## src/rtl/detector_nota.sv

```systemverilog
// detector_nota: classifies the half-period of a buzzer square wave into a note and octave,
// reporting it once the same class is seen CONFIRMAR consecutive times.
module detector_nota #(
  parameter int          CONFIRMAR  = 4,
  parameter int          TOLERANCIA = 512,
  parameter int          ESCALA     = 1,
  parameter logic [19:0] SATURACION = 20'hFFFFF
) (
  input  logic       clk,
  input  logic       rst_n,
  input  logic       entrada,
  output logic [2:0] nota,
  output logic       octava,
  output logic       valida,
  output logic       nueva
);
  typedef enum logic [1:0] {BUSCAR, CONFIRMANDO, BLOQUEADO} estado_t;
  localparam int CW = $clog2(CONFIRMAR + 1);
  localparam logic [CW-1:0] CONF = CW'(CONFIRMAR);
  localparam int NOM_A [5] = '{47779, 42567, 37923, 35794, 50620};
  localparam int NOM_B [5] = '{95557, 85132, 75844, 71588, 101239};
  estado_t       estado;
  logic [2:0]    sinc;
  logic [19:0]   cnt;
  logic [3:0]    cand, clase;
  logic [CW-1:0] coinc, coinc_sig;
  logic          pulso;
  // Returns {octava, nota}; a measurement outside every window is "none" (all zero)
  function automatic logic [3:0] clasificar(input logic [19:0] m);
    int d;
    clasificar = '0;
    for (int i = 0; i < 5; i++) begin
      d = int'(m) - NOM_A[i] / ESCALA;
      if ((d < 0 ? -d : d) <= TOLERANCIA) clasificar = {1'b0, 3'(i + 1)};
      d = int'(m) - NOM_B[i] / ESCALA;
      if ((d < 0 ? -d : d) <= 2 * TOLERANCIA) clasificar = {1'b1, 3'(i + 1)};
    end
  endfunction
  assign pulso     = sinc[1] ^ sinc[2];
  assign clase     = clasificar(cnt);
  assign coinc_sig = (clase == cand) ? ((coinc == CONF) ? coinc : coinc + 1'b1) : CW'(1);
  always_ff @(posedge clk or negedge rst_n) begin
    if (!rst_n) begin
      sinc   <= '0;
      cnt    <= '0;
      estado <= BUSCAR;
      cand   <= '0;
      coinc  <= '0;
      nota   <= '0;
      octava <= 1'b0;
      valida <= 1'b0;
      nueva  <= 1'b0;
    end else begin
      sinc  <= {sinc[1:0], entrada};
      nueva <= 1'b0;
      if (pulso) begin
        cnt <= 20'd1;
        if (estado == BUSCAR) begin
          estado <= CONFIRMANDO;
          cand   <= '0;
          coinc  <= '0;
        end else begin
          cand  <= clase;
          coinc <= coinc_sig;
          if (coinc_sig == CONF && clase != {octava, nota}) begin
            {octava, nota} <= clase;
            valida         <= clase[2:0] != 3'd0;
            nueva          <= 1'b1;
            estado         <= BLOQUEADO;
          end
        end
      end else if (cnt == SATURACION) begin
        estado <= BUSCAR;
        cand   <= '0;
        coinc  <= '0;
        nota   <= '0;
        octava <= 1'b0;
        valida <= 1'b0;
        nueva  <= nota != 3'd0;
      end else begin
        cnt <= cnt + 20'd1;
      end
    end
  end
endmodule

```

## config.mk

```make
export PLATFORM = sky130hd
export DESIGN_NAME = detector_nota
export DESIGN_NICKNAME = d
export VERILOG_FILES = /design/src/rtl/detector_nota.sv
export SDC_FILE = /design/constraint.sdc
export NUM_CORES = 1
export LEC_CHECK = 0
export ABC_CLOCK_PERIOD_IN_PS = 15850
export CAP_MARGIN = 10
export CELL_PAD_IN_SITES_DETAIL_PLACEMENT = 2
export CELL_PAD_IN_SITES_GLOBAL_PLACEMENT = 2
export CORE_ASPECT_RATIO = 0.7
export CORE_UTILIZATION = 35
export CTS_CLUSTER_DIAMETER = 150
export DETAILED_ROUTE_END_ITERATION = 10
export PLACE_DENSITY = 0.84
export SETUP_SLACK_MARGIN = 0.5
export SYNTH_ARGS = -nofsm -noshare
export SYNTH_HDL_FRONTEND = slang
export SYNTH_SLANG_ARGS = --single-unit
```

## constraint.sdc

```tcl
create_clock -name clk -period 15.85 [get_ports clk]
set_input_delay 2.3775 -clock clk [delete_from_list [all_inputs] [get_ports clk]]
set_output_delay 2.3775 -clock clk [all_outputs]
set_load 0.05 [all_outputs]
```

==> impl_metrics.env, run 1 <==
export IMPL_asyncSetResetFlopFracSynth=1.00
export IMPL_share_comb_of_total_power=0.482
export IMPL_multiInputGateArea_um2=9330
export IMPL_grt_max_degree=70
export IMPL_synthDominantAreaCellType="xnor2_1"
export IMPL_buffer_ports_inserted=8
export IMPL_final_min_period_over_clock_period=0.446
export IMPL_tritoncts_num_buffers=5
export IMPL_drt_initial_drc_count=1783
export IMPL_crit_slowest_cell="dfrtp_1"
export IMPL_synth_yosys_warnings=0
export IMPL_postSynthAreaPerCell_um2=6.78
export IMPL_dpl_cell_area_um2=11200
export IMPL_max_slew_worst_pin_slew_ns=1.31
export IMPL_grt_pass1_wl_mm=92.8
export IMPL_worst_setup_path_start_kind="flop"
export IMPL_nNetsFinal=1552
export IMPL_grt_usage=0.387
export IMPL_dpl_worst_slack_ns=9.10
export IMPL_synth_cells=1621
export IMPL_die_height_um=150
export IMPL_design_core_area_um2=30400
export IMPL_drcViolationCount=0
export IMPL_p_clk_frac=0.290
export IMPL_synth_top_cells_by_area="xnor2_1, dfrtp_1, a21oi_1, nand2_1, nor2_1"
export IMPL_startpoint="cnt[0]$_DFFE_PN0P_"
export IMPL_holdCritPathClass="flop to flop"
export IMPL_hold_viol=0
export IMPL_achievable_frequency_mhz=141
export IMPL_wire_per_inst_um=32.6
export IMPL_ctsHtreeMaxLevel=2
export IMPL_grt_setup_unrepaired="no"
export IMPL_number_of_cell_rows=53
export IMPL_hold_path_startpoint="sinc[0]$_DFF_PN0_"
export IMPL_post_synth_most_frequent_cells="xnor2_1, nand2_1, nor2_1"
export IMPL_setup_tns_ns=0
export IMPL_synth_main_ff_cell="dfrtp_1"
export IMPL_relative_max_transition_margin=0.117
export IMPL_cts_root_to_sink_buffers=2
export IMPL_gp_routability_congestion=1.03
export IMPL_die_wd_um=214
export IMPL_antenna_violating_nets_left=0
export IMPL_power_ir_vdd_worst_v=0.0000461
export IMPL_p_int_mw=0.268
export IMPL_leakagePower_nw=3.77
export IMPL_fin_crit_ns=7.07
export IMPL_synth_net_count=1641
export IMPL_design_area_um2=11400
export IMPL_initial_antenna_violation_count=0
export IMPL_clock_latency_on_the_worst_skew_pair_ns=0.32
export IMPL_yosys_register_bits=38
export IMPL_cp_data_required_time_ns=15.99
export IMPL_register_to_register_path_setup_slack_ns=8.78
export IMPL_critical_path_endpoint_type="flop"
export IMPL_drt_total_wl_mm=63.5
export IMPL_worstSetupPathType="flop to flop"
export IMPL_drive_above_1_share=0.0789
export IMPL_design_die_area_um2=32100
export IMPL_detailed_place_hpwl_mm=46.4
export IMPL_yosys_cell_count_top_type="xnor2_1"
export IMPL_globalRoute_totalOverflow=0
export IMPL_power_switching_share=0.468
export IMPL_root_buffer="clkbuf_16"
export IMPL_via_count_of_the_first_global_routing_pass=13800
export IMPL_filler_cell_count=3690
export IMPL_drt_vias_per_instance=7.36
export IMPL_netlist_area_um2=11000
export IMPL_worst_ep_arrival_time_ns=7.21
export IMPL_post_cts_buffers=0
export IMPL_worst_r2r_startpoint="cnt[0]$_DFFE_PN0P_"
export IMPL_synth_largest_type_area_fraction=0.112
export IMPL_postLayoutSetupSlackWorst_ns=8.78
export IMPL_power_share_sequential=0.228
export IMPL_skew_ns=0.0197
export IMPL_synth_edf_count=0
export IMPL_dr_total_vias=14300
export IMPL_cts_tree="built"
export IMPL_netSwitchingPower_mw=0.237
export IMPL_cp_max_fo=29
export IMPL_drtPass1Iterations=5
export IMPL_n_antenna_cell=0
export IMPL_clkSinkCount=38
export IMPL_floorplan_initialDensity=0.361
export IMPL_synth_seq_area_share=0.0866
export IMPL_final_max_slew_violation_count=0
export IMPL_ys_types=106
export IMPL_clkSlewWorstSetupHoldPaths_ns=0.09
export IMPL_cts_hold_buffers=0
export IMPL_area_grow_syn2layout_pct=4.20
export IMPL_max_cap_viol_count=0
export IMPL_critical_path_cell_chain="inv_1 > ha_1 > nor2b_1 > o211ai_1 > a211oi_1 > nor2_1 > or4_1 > a2bb2o_1 > nor4b_2 > nor4_1 > and3b_4 > xnor2_1 > nor4_4 > nand3_4 > mux2i_1"
export IMPL_layout_area_seq_um2=961
export IMPL_pwr_density_cell_nw_per_um2=44.1
export IMPL_status="complete, no violations"
export IMPL_io_pin_count=9
export IMPL_post_cts_resized=0
export IMPL_cpPeakStageDelay_ns=0.99
export IMPL_setup_violations=0
per-stage QoR:
step           total power [mW]  utilization  std cells  hold slack, ns
3_3_place_gp              0.338        0.369       1935           0.349
4_1_cts                   0.493        0.376       1943           0.363
2_1_floorplan             0.278            -       1621           0.331
5_1_grt                   0.520        0.376       1945           0.376
6_report                  0.505        0.376       1945           0.360
3_5_place_dp              0.348        0.369       1935           0.338
cell type report:
class | count | area share
multi-input combinational | 1416 | 0.815
inverter | 28 | 0.00918
timing repair buffer | 43 | 0.0295
sequential | 38 | 0.0840
clock buffer | 5 | 0.0109
clock inverter | 3 | 0.00601
tap | 412 | 0.0450
flip-flops by register name (all words and copies together), names as in the netlist:
name / flops
valida: 1
nueva: 1
coinc: 3
nota: 3
cand: 4
cnt: 20
sinc: 3
estado: 2
octava: 1
path summary, 6_finish.rpt:
check	endpoint	cells past startpoint
setup / recovery	nota[1]$_DFFE_PN0P_	15
min in group asynchronous	nueva$_DFF_PN0_	1
max in group asynchronous	cnt[9]$_DFFE_PN0P_	1
setup reg to reg	nota[1]$_DFFE_PN0P_	15
hold / removal	sinc[1]$_DFF_PN0_	0
hold reg to reg	sinc[1]$_DFF_PN0_	0
placed cells by master (no fill, tap or decap), types with 9 or more instances in the layout:
master     instances
inv_1             18
nand3_1           62
o31ai_1           21
nor3_1            63
xnor2_1          140
nand2_1          138
nor2b_1           23
or4_1             11
or2_2             14
nor4_1            28
xor2_1            23
o22ai_1           25
a211o_1           12
or3_1              9
nand4_1           30
o211ai_1          27
dfrtp_1           30
ha_1              17
a21oi_1          113
nor3b_1           12
nand2b_1          27
o21a_1            12
o21ai_0           89
o32ai_1            9
mux2i_1           22
a21o_1            21
o2111ai_1         15
a31oi_1           36
nor2_1           138
buf_4             34
a22oi_1            9
and3_1            17
and2_1            19
a211oi_1          30
cell families (layout without fill, tap and decap cells):
logic type | Yosys count | in the layout | share of synthesized area
buf+inv | 167 | 79 | 0.0669
mux | 28 | 28 | 0.0262
compound gates | 559 | 559 | 0.359
flops | 38 | 38 | 0.0866
xor+xnor | 164 | 164 | 0.131
fa+ha+maj | 17 | 17 | 0.0194
simple gates | 648 | 648 | 0.311
critical path: cells and delay by family, from the launching register on:
family	cells	cell delay, ns
DFF	1	0.99
buffers and inverters	1	0.31
muxes	1	0.18
AOI/OAI and AO/OA	3	1.33
adders and majority gates	1	0.44
xor gates and xnor gates	1	0.17
and+or+nand+nor	8	3.45
power by group through the flow:
stage          logic, mW  clock network [mW]  registers, mW
2_1_floorplan      0.167                   0          0.111
3_3_place_gp       0.222                   0          0.116
3_5_place_dp       0.231                   0          0.116
4_1_cts            0.233               0.146          0.115
5_1_grt            0.255               0.149          0.116
6_report           0.243               0.147          0.115
routing by layer:
layer | part of all wire | track usage | up-vias
met3 | 0.12 | 0.105 | 193
met4 | 0.042 | 0.146 | 0
li1 | - | - | 5969
met2 | 0.40 | 0.548 | 879
met1 | 0.43 | 0.549 | 7283
met5 | 0 | 0 | -
Power figures use the tool's default switching activity.
==> inputs of run 2 (changes only) <==
--- a/config.mk
+++ b/config.mk
@@ -5,7 +5,7 @@
 export SDC_FILE = /design/constraint.sdc
 export NUM_CORES = 1
 export LEC_CHECK = 0
-export ABC_CLOCK_PERIOD_IN_PS = 15850
+export ABC_CLOCK_PERIOD_IN_PS = 6900
 export CAP_MARGIN = 10
 export CELL_PAD_IN_SITES_DETAIL_PLACEMENT = 2
 export CELL_PAD_IN_SITES_GLOBAL_PLACEMENT = 2
==> constraint.sdc (replaced) <==
create_clock -name clk -period 6.9 [get_ports clk]
set_input_delay 1.035 -clock clk [delete_from_list [all_inputs] [get_ports clk]]
set_output_delay 1.035 -clock clk [all_outputs]
set_load 0.05 [all_outputs]
==> run 2 against run 1 <==
- count of clock-buffer cells in the layout rose by 1
- die area is the same
- maximum frequency rose by 13%
- core utilization rose by 0.38 points
- power up 120%
- critical endpoint unchanged
- via count shrank 0.67%
- sequential cell count unchanged
- worst setup slack worse by 8.2 ns
- clock power is 71% higher
- sequential power increased by 120%
==> impl_metrics.env, run 2 (synthesized netlist as in run 1, its figures left out) <==
export IMPL_antenna_violating_nets_left=0
export IMPL_worst_setup_path_start_kind="flop"
export IMPL_hold_path_depth=0
export IMPL_root_buffer="clkbuf_16"
export IMPL_power_ir_vdd_worst_v=0.000104
export IMPL_layout_cells_most_common="xnor2_1"
export IMPL_netSwitchingPower_mw=0.534
export IMPL_grt_setup_unrepaired="no"
export IMPL_design_die_area_um2=32100
export IMPL_grt_most_used_layer="met2"
export IMPL_buffer_ports_inserted=8
export IMPL_die_wd_um=214
export IMPL_largest_register="cnt"
export IMPL_gp_routability_congestion=1.01
export IMPL_post_cts_buffers=0
export IMPL_hold_path_startpoint="sinc[0]$_DFF_PN0_"
export IMPL_skew_ns=0.00835
export IMPL_power_share_sequential=0.236
export IMPL_worstSetupPathType="flop to flop"
export IMPL_detailed_place_hpwl_mm=46.5
export IMPL_floorplan_initialDensity=0.361
export IMPL_tritoncts_num_buffers=5
export IMPL_setup_tns_ns=0
export IMPL_area_grow_syn2layout_pct=5.26
export IMPL_max_slew_worst_pin_slew_ns=1.13
export IMPL_drcViolationCount=0
export IMPL_worst_r2r_startpoint="cnt[2]$_DFFE_PN0P_"
export IMPL_grt_usage=0.377
export IMPL_drive_above_1_share=0.0920
export IMPL_setup_violations=0
export IMPL_grt_util_met1=0.512
export IMPL_clkSinkCount=38
export IMPL_wire_per_inst_um=31.0
export IMPL_top_regs="cnt: 20 flops, cand: 4 flops"
export IMPL_die_height_um=150
export IMPL_met3_usage=0.105
export IMPL_max_cap_viol_count=0
export IMPL_filler_cell_count=3681
export IMPL_power_switching_share=0.491
export IMPL_drt_vias_per_instance=7.23
export IMPL_status="complete, no violations"
export IMPL_critical_path_endpoint_type="flop"
export IMPL_share_comb_of_total_power=0.533
export IMPL_grt_pass1_wl_mm=91.5
export IMPL_multiInputGateArea_um2=9320
export IMPL_drtPass1Iterations=5
export IMPL_final_min_period_over_clock_period=0.909
export IMPL_pwr_density_cell_nw_per_um2=94.1
export IMPL_leakagePower_nw=3.87
export IMPL_cp_data_required_time_ns=7.03
export IMPL_relative_max_transition_margin=0.243
export IMPL_globalRoute_totalOverflow=0
export IMPL_cts_tree="built"
export IMPL_drt_initial_drc_count=1592
export IMPL_grt_max_degree=60
export IMPL_nNetsFinal=1574
export IMPL_design_core_area_um2=30400
export IMPL_p_clk_frac=0.232
export IMPL_holdCritPathClass="flop to flop"
export IMPL_worstRegToRegCells=16
export IMPL_layout_area_seq_um2=961
export IMPL_largest_register_ff_count=20
export IMPL_worst_ep_arrival_time_ns=6.40
export IMPL_clock_latency_on_the_worst_skew_pair_ns=0.29
export IMPL_clkSlewWorstSetupHoldPaths_ns=0.07
export IMPL_p_int_mw=0.553
export IMPL_cp_max_fo=41
export IMPL_number_of_cell_rows=53
export IMPL_achievable_frequency_mhz=159
export IMPL_dr_total_vias=14200
export IMPL_initial_antenna_violation_count=1
export IMPL_finalHoldWorstSlack_ns=0.369
export IMPL_hold_viol=0
export IMPL_via_count_of_the_first_global_routing_pass=14400
export IMPL_register_to_register_path_setup_slack_ns=0.63
export IMPL_most_frequent_cells_in_the_layout="xnor2_1, nand2_1, nor2_1"
export IMPL_startpoint="cnt[2]$_DFFE_PN0P_"
export IMPL_ctsHtreeMaxLevel=2
export IMPL_use_met2=0.557
export IMPL_io_pin_count=9
export IMPL_drt_total_wl_mm=61.1
export IMPL_fin_crit_ns=6.27
export IMPL_final_max_slew_violation_count=0
export IMPL_cts_root_to_sink_buffers=2
-- run 2: final timing paths --
check	endpoint
setup / recovery	nota[1]$_DFFE_PN0P_
hold / removal	sinc[1]$_DFF_PN0_
setup reg to reg	nota[1]$_DFFE_PN0P_
hold reg to reg	sinc[1]$_DFF_PN0_
max in group asynchronous	cnt[5]$_DFFE_PN0P_
min in group asynchronous	nueva$_DFF_PN0_
-- run 2: cell type report --
type,instances,area share
Sequential cell,38,0.0831
Antenna cell,2,0.000433
Multi-Input combinational cell,1416,0.806
Clock buffer,6,0.0120
Inverter,28,0.00909
Timing Repair Buffer,65,0.0435
Clock inverter,2,0.00108
Tap cell,412,0.0446
-- run 2: repair_timing --
action | in CTS | in global routing
hold buffers | 0 | 0
resized for setup | 0 | 1
hold endpoints to repair | 0 | 0
setup endpoints to repair | 0 | 8
-- run 2: power by group through the flow --
stage / combinational, mW / sequential, mW / clock [mW]
after detailed placement: 0.557 / 0.260 / 0
after CTS: 0.560 / 0.255 / 0.250
final: 0.580 / 0.256 / 0.252
after global routing: 0.612 / 0.257 / 0.259
after global placement: 0.528 / 0.258 / 0
after floorplan: 0.384 / 0.255 / 0
-- run 2: routing by layer --
metal	part of all wire	up-vias
li1	-	6004
met1	0.43	7251
met2	0.41	796
met3	0.11	177
met4	0.044	0
met5	0	-
-- run 2: worst max-delay path, cell delays in order, from the launching register on --
cell and delay [ns]:
dfrtp_1 0.35, buf_4 0.49, ha_1 0.72, a21oi_1 0.30
xnor2_1 0.34, o2111ai_1 0.20, or2_0 0.36, or4b_4 0.59
o31ai_1 0.32, nor3_2 0.07, nor4b_2 0.84, nor4_1 0.23
and3b_4 0.28, xnor2_1 0.16, nor4_4 0.45, nand3_4 0.22
mux2i_1 0.18
-- run 2: metrics by stage --
stage / util / total power [mW] / worst slack [ns] / instance area [um^2] / cells
2_1_floorplan: - / 0.639 / 1.78 / 11000 / 1621
4_1_cts: 0.379 / 1.07 / 0.851 / 11600 / 1967
3_5_place_dp: 0.375 / 0.817 / 0.873 / 11400 / 1959
5_1_grt: 0.380 / 1.13 / 0.504 / 11600 / 1967
3_3_place_gp: 0.375 / 0.786 / 1.27 / 11400 / 1959
6_report: 0.380 / 1.09 / 0.629 / 11600 / 1969
